## src/rtl/mips_ni_controller_pkg.sv

```systemverilog
// Shared types and defaults for the MIPS network-interface controller and
// the router-side logic that reuses its FIFO.
package mips_ni_controller_pkg;

  // Defaults match the core datapath and a 4-node mesh.
  localparam int NI_DATA_W = 32;
  localparam int NI_ADDR_W = 2;

  typedef enum logic {
    T_IDLE,
    T_SEND
  } tx_state_t;

  typedef enum logic [1:0] {
    R_IDLE,
    R_WAIT,
    R_DELIVER
  } rx_state_t;

  // Occupancy counter width: one extra bit so "full" is distinguishable from "empty".
  function automatic int ni_cnt_w(input int depth);
    return $clog2(depth) + 1;
  endfunction

endpackage

```

## src/rtl/mips_ni_controller_if.sv

```systemverilog
// Router link between the network interface (master) and the NoC router port (slave).
interface mips_ni_controller_if
  import mips_ni_controller_pkg::*;
#(
  parameter int DATA_W = NI_DATA_W,
  parameter int ADDR_W = NI_ADDR_W
);

  // TX direction: NI -> router
  logic              pkt_out_valid;
  logic [ADDR_W-1:0] pkt_out_dest;
  logic [ADDR_W-1:0] pkt_out_src;
  logic [DATA_W-1:0] pkt_out_data;
  logic              pkt_out_ready;

  // RX direction: router -> NI
  logic              pkt_in_valid;
  logic [DATA_W-1:0] pkt_in_data;
  logic              pkt_in_ready;

  modport master (
    output pkt_out_valid, pkt_out_dest, pkt_out_src, pkt_out_data, pkt_in_ready,
    input  pkt_out_ready, pkt_in_valid, pkt_in_data
  );

  modport slave (
    input  pkt_out_valid, pkt_out_dest, pkt_out_src, pkt_out_data, pkt_in_ready,
    output pkt_out_ready, pkt_in_valid, pkt_in_data
  );

endinterface

```

## src/rtl/ni_sync_fifo.sv

```systemverilog
// Single-clock FIFO with registered occupancy count; no write-to-read bypass,
// so a word pushed in one cycle is visible at the output from the next.
module ni_sync_fifo
  import mips_ni_controller_pkg::*;
#(
  parameter int WIDTH = NI_DATA_W,
  parameter int DEPTH = 4            // power of two, >= 2
) (
  input  logic                       clk,
  input  logic                       rst_n,
  input  logic                       push,
  input  logic [WIDTH-1:0]           push_data,
  input  logic                       pop,
  output logic [WIDTH-1:0]           pop_data,
  output logic                       full,
  output logic                       empty,
  output logic [ni_cnt_w(DEPTH)-1:0] count
);

  localparam int PTR_W = $clog2(DEPTH);
  localparam int CNT_W = ni_cnt_w(DEPTH);

  logic [WIDTH-1:0] mem [DEPTH];
  logic [PTR_W-1:0] wr_ptr_reg;
  logic [PTR_W-1:0] rd_ptr_reg;
  logic [CNT_W-1:0] count_reg;
  logic             do_push;
  logic             do_pop;

  assign full     = (count_reg == CNT_W'(DEPTH));
  assign empty    = (count_reg == '0);
  assign count    = count_reg;
  assign do_push  = push && !full;
  assign do_pop   = pop && !empty;
  assign pop_data = mem[rd_ptr_reg];

  // Storage array: written only on accepted pushes, never reset.
  always_ff @(posedge clk) begin
    if (do_push) begin
      mem[wr_ptr_reg] <= push_data;
    end
  end

  // Pointers wrap naturally at the power-of-two depth; count tracks occupancy.
  always_ff @(posedge clk or negedge rst_n) begin
    if (!rst_n) begin
      wr_ptr_reg <= '0;
      rd_ptr_reg <= '0;
      count_reg  <= '0;
    end else begin
      if (do_push) wr_ptr_reg <= wr_ptr_reg + 1'b1;
      if (do_pop)  rd_ptr_reg <= rd_ptr_reg + 1'b1;
      case ({do_push, do_pop})
        2'b10:   count_reg <= count_reg + 1'b1;
        2'b01:   count_reg <= count_reg - 1'b1;
        default: count_reg <= count_reg;
      endcase
    end
  end

endmodule

```

## src/rtl/mips_ni_controller.sv

```systemverilog
// Network interface between the pipelined MIPS core and its NoC router port:
// a one-entry TX holding register with valid/ready, and an RX FIFO feeding
// one word per core receive request.
module mips_ni_controller
  import mips_ni_controller_pkg::*;
#(
  parameter int DATA_W   = NI_DATA_W,
  parameter int ADDR_W   = NI_ADDR_W,
  parameter int NODE_ID  = 0,
  parameter int RX_DEPTH = 4
) (
  input  logic                clk,
  input  logic                rst_n,
  input  logic                proc_valid,
  input  logic [ADDR_W-1:0]   dest_add,
  input  logic [DATA_W-1:0]   NI_in,
  input  logic                proc_ready_in,
  output logic                mips_ni,
  output logic                data_valid,
  output logic [DATA_W-1:0]   wd_NI,
  output logic                tx_busy,
  output logic                tx_overflow,
  mips_ni_controller_if.master router
);

  localparam int CNT_W = ni_cnt_w(RX_DEPTH);

  tx_state_t         tx_state_reg, tx_state_next;
  logic [ADDR_W-1:0] tx_dest_reg;
  logic [DATA_W-1:0] tx_data_reg;
  logic              tx_overflow_reg;

  rx_state_t         rx_state_reg, rx_state_next;
  logic [DATA_W-1:0] wd_reg;

  logic              fifo_push;
  logic              fifo_pop;
  logic              fifo_full;
  logic              fifo_empty;
  logic [DATA_W-1:0] fifo_pop_data;
  logic [CNT_W-1:0]  rx_count_unused;   // occupancy only needed by router-side users

  ni_sync_fifo #(
    .WIDTH (DATA_W),
    .DEPTH (RX_DEPTH)
  ) u_rx_fifo (
    .clk       (clk),
    .rst_n     (rst_n),
    .push      (fifo_push),
    .push_data (router.pkt_in_data),
    .pop       (fifo_pop),
    .pop_data  (fifo_pop_data),
    .full      (fifo_full),
    .empty     (fifo_empty),
    .count     (rx_count_unused)
  );

  assign fifo_push   = router.pkt_in_valid && !fifo_full;
  assign wd_NI       = wd_reg;
  assign tx_overflow = tx_overflow_reg;

  // ---------------- TX ----------------

  // TX state register.
  always_ff @(posedge clk or negedge rst_n) begin
    if (!rst_n) tx_state_reg <= T_IDLE;
    else        tx_state_reg <= tx_state_next;
  end

  // TX next state: acceptance returns to idle; no reload in the same cycle.
  always_comb begin
    tx_state_next = tx_state_reg;
    case (tx_state_reg)
      T_IDLE:  if (proc_valid)           tx_state_next = T_SEND;
      T_SEND:  if (router.pkt_out_ready) tx_state_next = T_IDLE;
      default:                           tx_state_next = T_IDLE;
    endcase
  end

  // TX outputs: valid/dest/data come straight from the holding register.
  always_comb begin
    tx_busy              = (tx_state_reg == T_SEND);
    router.pkt_out_valid = (tx_state_reg == T_SEND);
    router.pkt_out_dest  = tx_dest_reg;
    router.pkt_out_data  = tx_data_reg;
    router.pkt_out_src   = ADDR_W'(NODE_ID);
  end

  // TX holding register capture and sticky overflow on a send while busy.
  always_ff @(posedge clk or negedge rst_n) begin
    if (!rst_n) begin
      tx_dest_reg     <= '0;
      tx_data_reg     <= '0;
      tx_overflow_reg <= 1'b0;
    end else if (proc_valid) begin
      if (tx_state_reg == T_IDLE) begin
        tx_dest_reg <= dest_add;
        tx_data_reg <= NI_in;
      end else begin
        tx_overflow_reg <= 1'b1;
      end
    end
  end

  // ---------------- RX ----------------

  // RX state register.
  always_ff @(posedge clk or negedge rst_n) begin
    if (!rst_n) rx_state_reg <= R_IDLE;
    else        rx_state_reg <= rx_state_next;
  end

  // RX next state: a waiting request that is withdrawn aborts rather than
  // delivering a word the core no longer expects.
  always_comb begin
    rx_state_next = rx_state_reg;
    case (rx_state_reg)
      R_IDLE: begin
        if (proc_ready_in) rx_state_next = fifo_empty ? R_WAIT : R_DELIVER;
      end
      R_WAIT: begin
        if (!proc_ready_in)   rx_state_next = R_IDLE;
        else if (!fifo_empty) rx_state_next = R_DELIVER;
      end
      R_DELIVER: rx_state_next = R_IDLE;
      default:   rx_state_next = R_IDLE;
    endcase
  end

  // RX outputs: stall while waiting or delivering; pop when a request meets data.
  always_comb begin
    mips_ni             = (rx_state_reg != R_IDLE);
    data_valid          = (rx_state_reg == R_DELIVER);
    fifo_pop            = (rx_state_reg != R_DELIVER) && proc_ready_in && !fifo_empty;
    router.pkt_in_ready = !fifo_full;
  end

  // Delivered-word register: loads on pop, holds the last word otherwise.
  always_ff @(posedge clk or negedge rst_n) begin
    if (!rst_n)        wd_reg <= '0;
    else if (fifo_pop) wd_reg <= fifo_pop_data;
  end

endmodule

```

## src/flat_wrapper.sv

```systemverilog
// flat-port wrapper written by rule: the top's interface ports become plain ports
module mips_ni_controller_flat import mips_ni_controller_pkg::*;
#(
  parameter int DATA_W   = NI_DATA_W,
  parameter int ADDR_W   = NI_ADDR_W,
  parameter int NODE_ID  = 0,
  parameter int RX_DEPTH = 4
)
  (clk, rst_n, proc_valid, dest_add, NI_in, proc_ready_in, mips_ni, data_valid, wd_NI, tx_busy, tx_overflow, router_pkt_out_valid, router_pkt_out_dest, router_pkt_out_src, router_pkt_out_data, router_pkt_in_ready, router_pkt_out_ready, router_pkt_in_valid, router_pkt_in_data);
  mips_ni_controller_if #(.DATA_W(DATA_W), .ADDR_W(ADDR_W)) router_i ();
  input  logic clk;
  input  logic rst_n;
  input  logic proc_valid;
  input  logic [ADDR_W-1:0] dest_add;
  input  logic [DATA_W-1:0] NI_in;
  input  logic proc_ready_in;
  output logic mips_ni;
  output logic data_valid;
  output logic [DATA_W-1:0] wd_NI;
  output logic tx_busy;
  output logic tx_overflow;
  output wire logic [$bits(router_i.pkt_out_valid)-1:0] router_pkt_out_valid;
  output wire logic [$bits(router_i.pkt_out_dest)-1:0] router_pkt_out_dest;
  output wire logic [$bits(router_i.pkt_out_src)-1:0] router_pkt_out_src;
  output wire logic [$bits(router_i.pkt_out_data)-1:0] router_pkt_out_data;
  output wire logic [$bits(router_i.pkt_in_ready)-1:0] router_pkt_in_ready;
  input wire logic [$bits(router_i.pkt_out_ready)-1:0] router_pkt_out_ready;
  input wire logic [$bits(router_i.pkt_in_valid)-1:0] router_pkt_in_valid;
  input wire logic [$bits(router_i.pkt_in_data)-1:0] router_pkt_in_data;
  assign router_pkt_out_valid = router_i.pkt_out_valid;
  assign router_pkt_out_dest = router_i.pkt_out_dest;
  assign router_pkt_out_src = router_i.pkt_out_src;
  assign router_pkt_out_data = router_i.pkt_out_data;
  assign router_pkt_in_ready = router_i.pkt_in_ready;
  assign router_i.pkt_out_ready = router_pkt_out_ready;
  assign router_i.pkt_in_valid = router_pkt_in_valid;
  assign router_i.pkt_in_data = router_pkt_in_data;
  mips_ni_controller #(.DATA_W(DATA_W), .ADDR_W(ADDR_W), .NODE_ID(NODE_ID), .RX_DEPTH(RX_DEPTH)) u_core (.clk(clk), .rst_n(rst_n), .proc_valid(proc_valid), .dest_add(dest_add), .NI_in(NI_in), .proc_ready_in(proc_ready_in), .mips_ni(mips_ni), .data_valid(data_valid), .wd_NI(wd_NI), .tx_busy(tx_busy), .tx_overflow(tx_overflow), .router(router_i));
endmodule
```

## config.mk

```make
export PLATFORM = sky130hd
export DESIGN_NAME = mips_ni_controller_flat
export DESIGN_NICKNAME = d
export VERILOG_FILES = /design/src/rtl/mips_ni_controller_pkg.sv /design/src/rtl/mips_ni_controller_if.sv /design/src/rtl/ni_sync_fifo.sv /design/src/rtl/mips_ni_controller.sv /design/src/flat_wrapper.sv
export SDC_FILE = /design/constraint.sdc
export NUM_CORES = 1
export LEC_CHECK = 0
export CELL_PAD_IN_SITES_DETAIL_PLACEMENT = 0
export CELL_PAD_IN_SITES_GLOBAL_PLACEMENT = 2
export CORE_UTILIZATION = 39
export DETAILED_ROUTE_END_ITERATION = 10
export HOLD_SLACK_MARGIN = 0.03
export MAX_ROUTING_LAYER = met4
export PLACE_DENSITY_LB_ADDON = 0.1
export SLEW_MARGIN = 20
export SYNTH_ARGS = -nofsm -noshare
export SYNTH_HDL_FRONTEND = slang
export SYNTH_SLANG_ARGS = --single-unit
```

## constraint.sdc

```tcl
create_clock -name clk -period 2.9 [get_ports clk]
set_input_delay 0.29 -clock clk [delete_from_list [all_inputs] [get_ports clk]]
set_output_delay 0.29 -clock clk [all_outputs]
set_load 0.01 [all_outputs]
```

==> impl_results.md, run 1 <==
* Status: finished clean
* Post-DP HPWL at 8711 um
* Switching Share at 25.78%
* Reg with most FFs: u_core.u_rx_fifo.mem
* H-tree levels at 1
* Synth top area share at 49.98%
* Final worst slack at 0.7061 ns
* Crit Path Max Fanout at 6
* Die W at 142.4 um
* Largest area contributor in the netlist: edfxtp_1
* Row count at 50
* Synth top area cells: edfxtp_1 (50%), dfrtp_1 (25%), mux2_2 (9.8%)
* Max reg flops at 128
* Crit path kind: reg2reg
* Worst R2R End: u_core.u_rx_fifo.count[2]
* Fraction of layout cells with a size suffix above 1 at 28.47%
* Clock Latency Late Sink at 0.50 ns
* FF+latch count, synth at 205
* Synth cell types at 30
* First-pass GRT wire length at 22,400 um
* Via density per instance at 4.773
* Post-synthesis sequential area ratio at 75.03%
* Vias in the first global route at 4,149
* Starting Density at 40.44%
* Vias after detailed routing at 3,823
* Post-route DRC at 0
* Commonest cells post-synth: edfxtp_1 (128), dfrtp_1 (77), mux2_2 (67)
* GR Util met2 at 25.44%
* Die ar. at 20,290 um^2
* Placed insts at 759
* Clock sink count at 205
* Gpl congestion at 0.6919
* Internal power at 7594 uW
* Clk buf depth at 3
* Total GRT Usage at 15.16%
* DRT antenna net count at 0
* RSZ-0062 raised after global routing: no
* Clock skew at 0.01079 ns
* Hold Fails Final Rpt at 0
* GR Util met3 at 3.197%
* Diodes inserted at 0
* Pin count of the biggest net entering global routing at 78
* End point of the critical path: u_core.u_rx_fifo.count[2]
* Routed len/inst at 17.84 um
* Lkg Pwr at 0.003727 uW
* Net count, final at 603
* Worst r2r src: u_core.u_rx_fifo.count[0]
* Post-CTS sizing at 0
* Final slew viol count at 0
* WL final at 14,290 um
* Setup violations, final at 0
* Clk slew on worst S/H paths at 0.06 ns
* Flop2flop setup slack at 0.71 ns
* Required @ worst endpoint at 3.31 ns
* Most Crowded Layer GR: met2
* Area Growth Syn to Fin at 32.75%
* Sequential share of power at 42.3%
* Clk pwr share at 29.4%
* Crit path from: u_core.u_rx_fifo.count[0]
* Max cap viols at 0
* CTS tree: built
* Drt initial violations at 91
* Dominant synthesized flop cell: edfxtp_1
* Startpoint types: flip-flop
* Pwr/cell area at 1002 nW/um^2
* Final worst-path cycle share at 75.65%
* Final setup TNS at 0 ns
* Worst Reg-to-Reg Cells at 9
* Number of synthesized flops with an enable pin at 128
* Switch Pwr at 2638 uW
* Mean Syn Cell Area at 21.25 um^2
* Core footprint at 19,020 um^2
* Clock Tree Root: clkbuf_16
* Final core utilization at 53.68%
* Overflow after GRT at 0
* Cell Area, Synth at 7691 um^2
* YS warnings at 0
* Slew headroom at 43.06%
* Final min period at 2.194 ns
* Cells after Synth at 362
* Post-synth ARST share at 37.56%
* Die height at 142.4 um
* Count leader, synth: edfxtp_1
* FMAX at 455.8 MHz
* Tightest Pin Transition at 0.8540 ns
* Worst slack, placed at 0.6937 ns
* Combinational Power Share at 28.3%
* Area after DPL at 9404 um^2
* Hold Path Class: in2reg
* Worst Path Arrival at 2.61 ns
* Buffers on Ports at 143
* Num ports at 146
* CTS buffer count at 23
* Number of antenna violations at the first check in global routing at 0
* Worst vdd ir at 0.4877 mV
* First drt pass iteration count at 4
* Crit end category: flip-flop
* Final instance area at 10,210 um^2
* Final cell count without fillers at 801
* Met1 usage at 18.30%
cells in the final DEF, fill, tap and decap left out, drive strengths merged, types with 2 or more instances in the layout:
cell           instances
and3                   4
buf                   12
bufinv                 5
clkbuf                30
clkdlybuf4s50        142
clkinv                 5
conb                   2
dfrtp                 77
edfxtp               128
ha                     5
inv                    8
mux2                  67
mux4                  32
nor2                   2
xnor2                  4
xor2                   2
per-layer routing:
layer | vias up | wire length (um)
li1 | 1721 | -
met1 | 1939 | 6126
met2 | 128 | 6954
met3 | 35 | 840
met4 | 0 | 367
met5 | - | 0
power by group through the flow:
| stage | combinational, uW | clock [uW] | sequential, uW |
|---|---|---|---|
| final | 2900 | 3010 | 4320 |
| after global routing | 3150 | 3210 | 4430 |
| after detailed placement | 2960 | 0 | 4400 |
| after floorplan | 1620 | 0 | 4410 |
| after global placement | 2940 | 0 | 4360 |
| after CTS | 2990 | 3100 | 4340 |
worst max-delay path: stages (launching register included):
cell and delay [ns]:
dfrtp_1 0.41, or3b_1 0.44, and2_4 0.20, inv_1 0.05, ha_1 0.18, inv_1 0.06
fa_1 0.37, xor2_1 0.15, nor2_1 0.11, xor2_1 0.15
cell type report:
| type | instances | area, um^2 |
|---|---|---|
| clock buffer | 30 | 611.8 |
| tap | 260 | 325.3 |
| multi-input combinational | 132 | 1764 |
| clock inverter | 11 | 180.2 |
| timing repair buffer | 155 | 1525 |
| fill | 1564 | 8808 |
| sequential | 205 | 5773 |
| inverter | 8 | 30.03 |
timing repair:
item | 4_1_cts | 5_1_grt
endpoints found under the setup margin | 0 | 0
hold endpoints to repair | 8 | 0
buffers inserted | 0 | 0
hold buffers | 1 | 0
cells by family after synthesis:
| family | synth area share (%) |
|---|---|
| flops | 75.03 |
| mux | 19.36 |
| buf+inv | 2.180 |
| simple gates | 1.464 |
| fa+ha+maj | 1.074 |
| xor+xnor | 0.6833 |
| compound gates | 0.1627 |
| other cells | 0.04876 |
through the flow:
| step | power [uW] | hold WS (ns) |
|---|---|---|
| 5_1_grt | 10780 | 0.3649 |
| 4_1_cts | 10430 | 0.3323 |
| 3_5_place_dp | 7365 | 0.4520 |
| 6_report | 10230 | 0.3480 |
| 3_3_place_gp | 7302 | 0.4385 |
| 2_1_floorplan | 6030 | -0.005591 |
how the worst min path moves through the flow:
stage / startpoint / endpoint / cells after the start / slack, ns
after global placement: u_core.tx_overflow / u_core.tx_overflow / 1 / 0.44
after CTS: router_pkt_out_ready / u_core.router.pkt_out_valid / 2 / 0.33
after detailed placement: u_core.tx_overflow / u_core.tx_overflow / 1 / 0.45
final: router_pkt_out_ready / u_core.router.pkt_out_valid / 2 / 0.35
after floorplan: rst_n / u_core.router.pkt_out_data[0] / 0 / -0.006
after global routing: router_pkt_out_ready / u_core.router.pkt_out_valid / 2 / 0.36
No activity file was read; power rests on OpenSTA's default activity.
==> run 2: changes to the inputs <==
Settings changed: CORE_UTILIZATION 39 to 35.
Clock period 2.9 ns to 2 ns, I/O delays scaled along.
==> run 2 against run 1 <==
Hold slack got worse by 0.15 ns. Fmax rose by 9.8%. Setup slack got worse by 0.70 ns. Critical endpoint unchanged. Largest power group unchanged.
==> impl_results.md, run 2 (synthesis gave the netlist of run 1 again) <==
* Setup violations, final at 0
* Final slew viol count at 0
* Clock sink count at 205
* Final core utilization at 48.82%
* Most frequent cells in the layout: clkdlybuf4s50_1 (141), edfxtp_1 (128), dfrtp_1 (75)
* Max reg flops at 128
* RSZ-0062 raised after global routing: yes
* Internal power at 10,990 uW
* Tightest Pin Transition at 0.5394 ns
* Core footprint at 21,290 um^2
* Die ar. at 22,570 um^2
* CTS tree: built
* Vias after detailed routing at 3,897
* Drt initial violations at 124
* Worst Reg-to-Reg Cells at 9
* Clk slew on worst S/H paths at 0.06 ns
* DRT antenna net count at 0
* Final worst-path cycle share at 99.90%
* Die W at 150.2 um
* Routed len/inst at 18.71 um
* Die height at 150.2 um
* Switch Pwr at 4028 uW
* Clk pwr share at 28.5%
* Fraction of layout cells with a size suffix above 1 at 31.09%
* First drt pass iteration count at 4
* Crit end category: flip-flop
* Sequential share of power at 41.3%
* Clock Tree Root: clkbuf_16
* Final cell count without fillers at 825
* GR Util met2 at 23.75%
* Total GRT Usage at 14.29%
* Flop2flop setup slack at 0.002 ns
* Pin count of the biggest net entering global routing at 35
* Slew headroom at 64.04%
* Startpoint types: flip-flop
* H-tree levels at 1
* Number of antenna violations at the first check in global routing at 0
* Post-DP HPWL at 9245 um
* Fill cells at 1,780
* Crit path kind: reg2reg
* Post-route DRC at 0
* WL final at 15,430 um
* Most Crowded Layer GR: met2
* Via density per instance at 4.724
* First-pass GRT wire length at 23,270 um
* Leading cell type in the layout, fill and taps excluded: clkdlybuf4s50_1
* Placed insts at 778
* Vias in the first global route at 4,055
* Worst Path Arrival at 2.42 ns
* Combinational Power Share at 30.2%
* Required @ worst endpoint at 2.42 ns
* Hold slack final at 0.2021 ns
* Area Growth Syn to Fin at 35.12%
* Row count at 53
* Max cap viols at 0
* Net count, final at 610
* Reg with most FFs: u_core.u_rx_fifo.mem
* GR Util met3 at 3.091%
* Clk buf depth at 3
* Met1 usage at 17.52%
* FMAX at 500.5 MHz
* Switching Share at 26.82%
* Overflow after GRT at 0
* CTS buffer count at 24
* Clock skew at 0.01368 ns
* Hold Path Class: in2async
* Worst vdd ir at 0.6012 mV
* Diodes inserted at 0
* Buffers on Ports at 143
* Pwr/cell area at 1445 nW/um^2
* Crit Path Max Fanout at 3
* Lkg Pwr at 0.003794 uW
* Starting Density at 36.13%
* Clock Latency Late Sink at 0.50 ns
* Hold Fails Final Rpt at 0
* Status: finished clean
* Final min period at 1.998 ns
* Gpl congestion at 0.7138
* Num ports at 146
-- run 2: through the flow --
step                      power (uW)  instance area [um^2]   TNS (ns)  setup WS [ns]
final                          15020                 10390          0       0.001979
after global routing           15830                 10390   -0.08869       -0.08354
after CTS                      15330                 10390  -0.009809      -0.009809
after detailed placement       10960                  9578   -0.01720       -0.01720
after global placement         10850                  9578          0        0.02101
after floorplan                 8784                  7720  -0.006484      -0.006484
-- run 2: layout make-up --
cell class | instances | area [um^2] | share of cell area (%)
flip-flops and latches | 205 | 5773 | 55.55
multi-input cells | 132 | 1789 | 17.22
repair buffers | 161 | 1665 | 16.02
clock buffers | 30 | 664.4 | 6.393
well taps | 275 | 344.1 | 3.311
clock inverters | 14 | 126.4 | 1.216
inverters | 8 | 30.03 | 0.2889
-- run 2: path summary, 6_finish.rpt --
check | from | to
max | u_core.u_rx_fifo.count[0] | u_core.u_rx_fifo.count[2]
min | rst_n | u_core.router.pkt_out_data[29]
max reg2reg | u_core.u_rx_fifo.count[0] | u_core.u_rx_fifo.count[2]
min reg2reg | u_core.tx_overflow | u_core.tx_overflow
max in group asynchronous | rst_n | u_core.router.pkt_out_data[18]
min in group clk | router_pkt_out_ready | u_core.router.pkt_out_valid
-- run 2: critical path, stage by stage, from the launching register on --
cell	delay, ns
dfrtp_1	0.39
or3b_4	0.41
and2_4	0.15
inv_2	0.06
ha_4	0.12
inv_2	0.03
fa_2	0.32
xor2_1	0.14
nor2_1	0.13
xor2_1	0.16
-- run 2: metal layers --
layer,routed length [um],up-vias
met5,0,-
met3,1016,23
li1,-,1747
met4,266,0
met1,6720,1993
met2,7430,134
-- run 2: power by group through the flow --
stage | combinational, uW | clock (uW) | sequential, uW
global placement | 4590 | 0 | 6260
CTS | 4660 | 4430 | 6240
floorplan | 2390 | 0 | 6390
finish | 4530 | 4280 | 6210
detailed placement | 4640 | 0 | 6310
global route | 4900 | 4590 | 6340
-- run 2: timing repair --
action,in CTS,in global routing
gates resized for setup,1,0
endpoints found under the hold margin,29,0
setup buffers,1,1
cloned,0,0
endpoints found under the setup margin,2,8
hold buffers,1,0
pin swaps,4,3
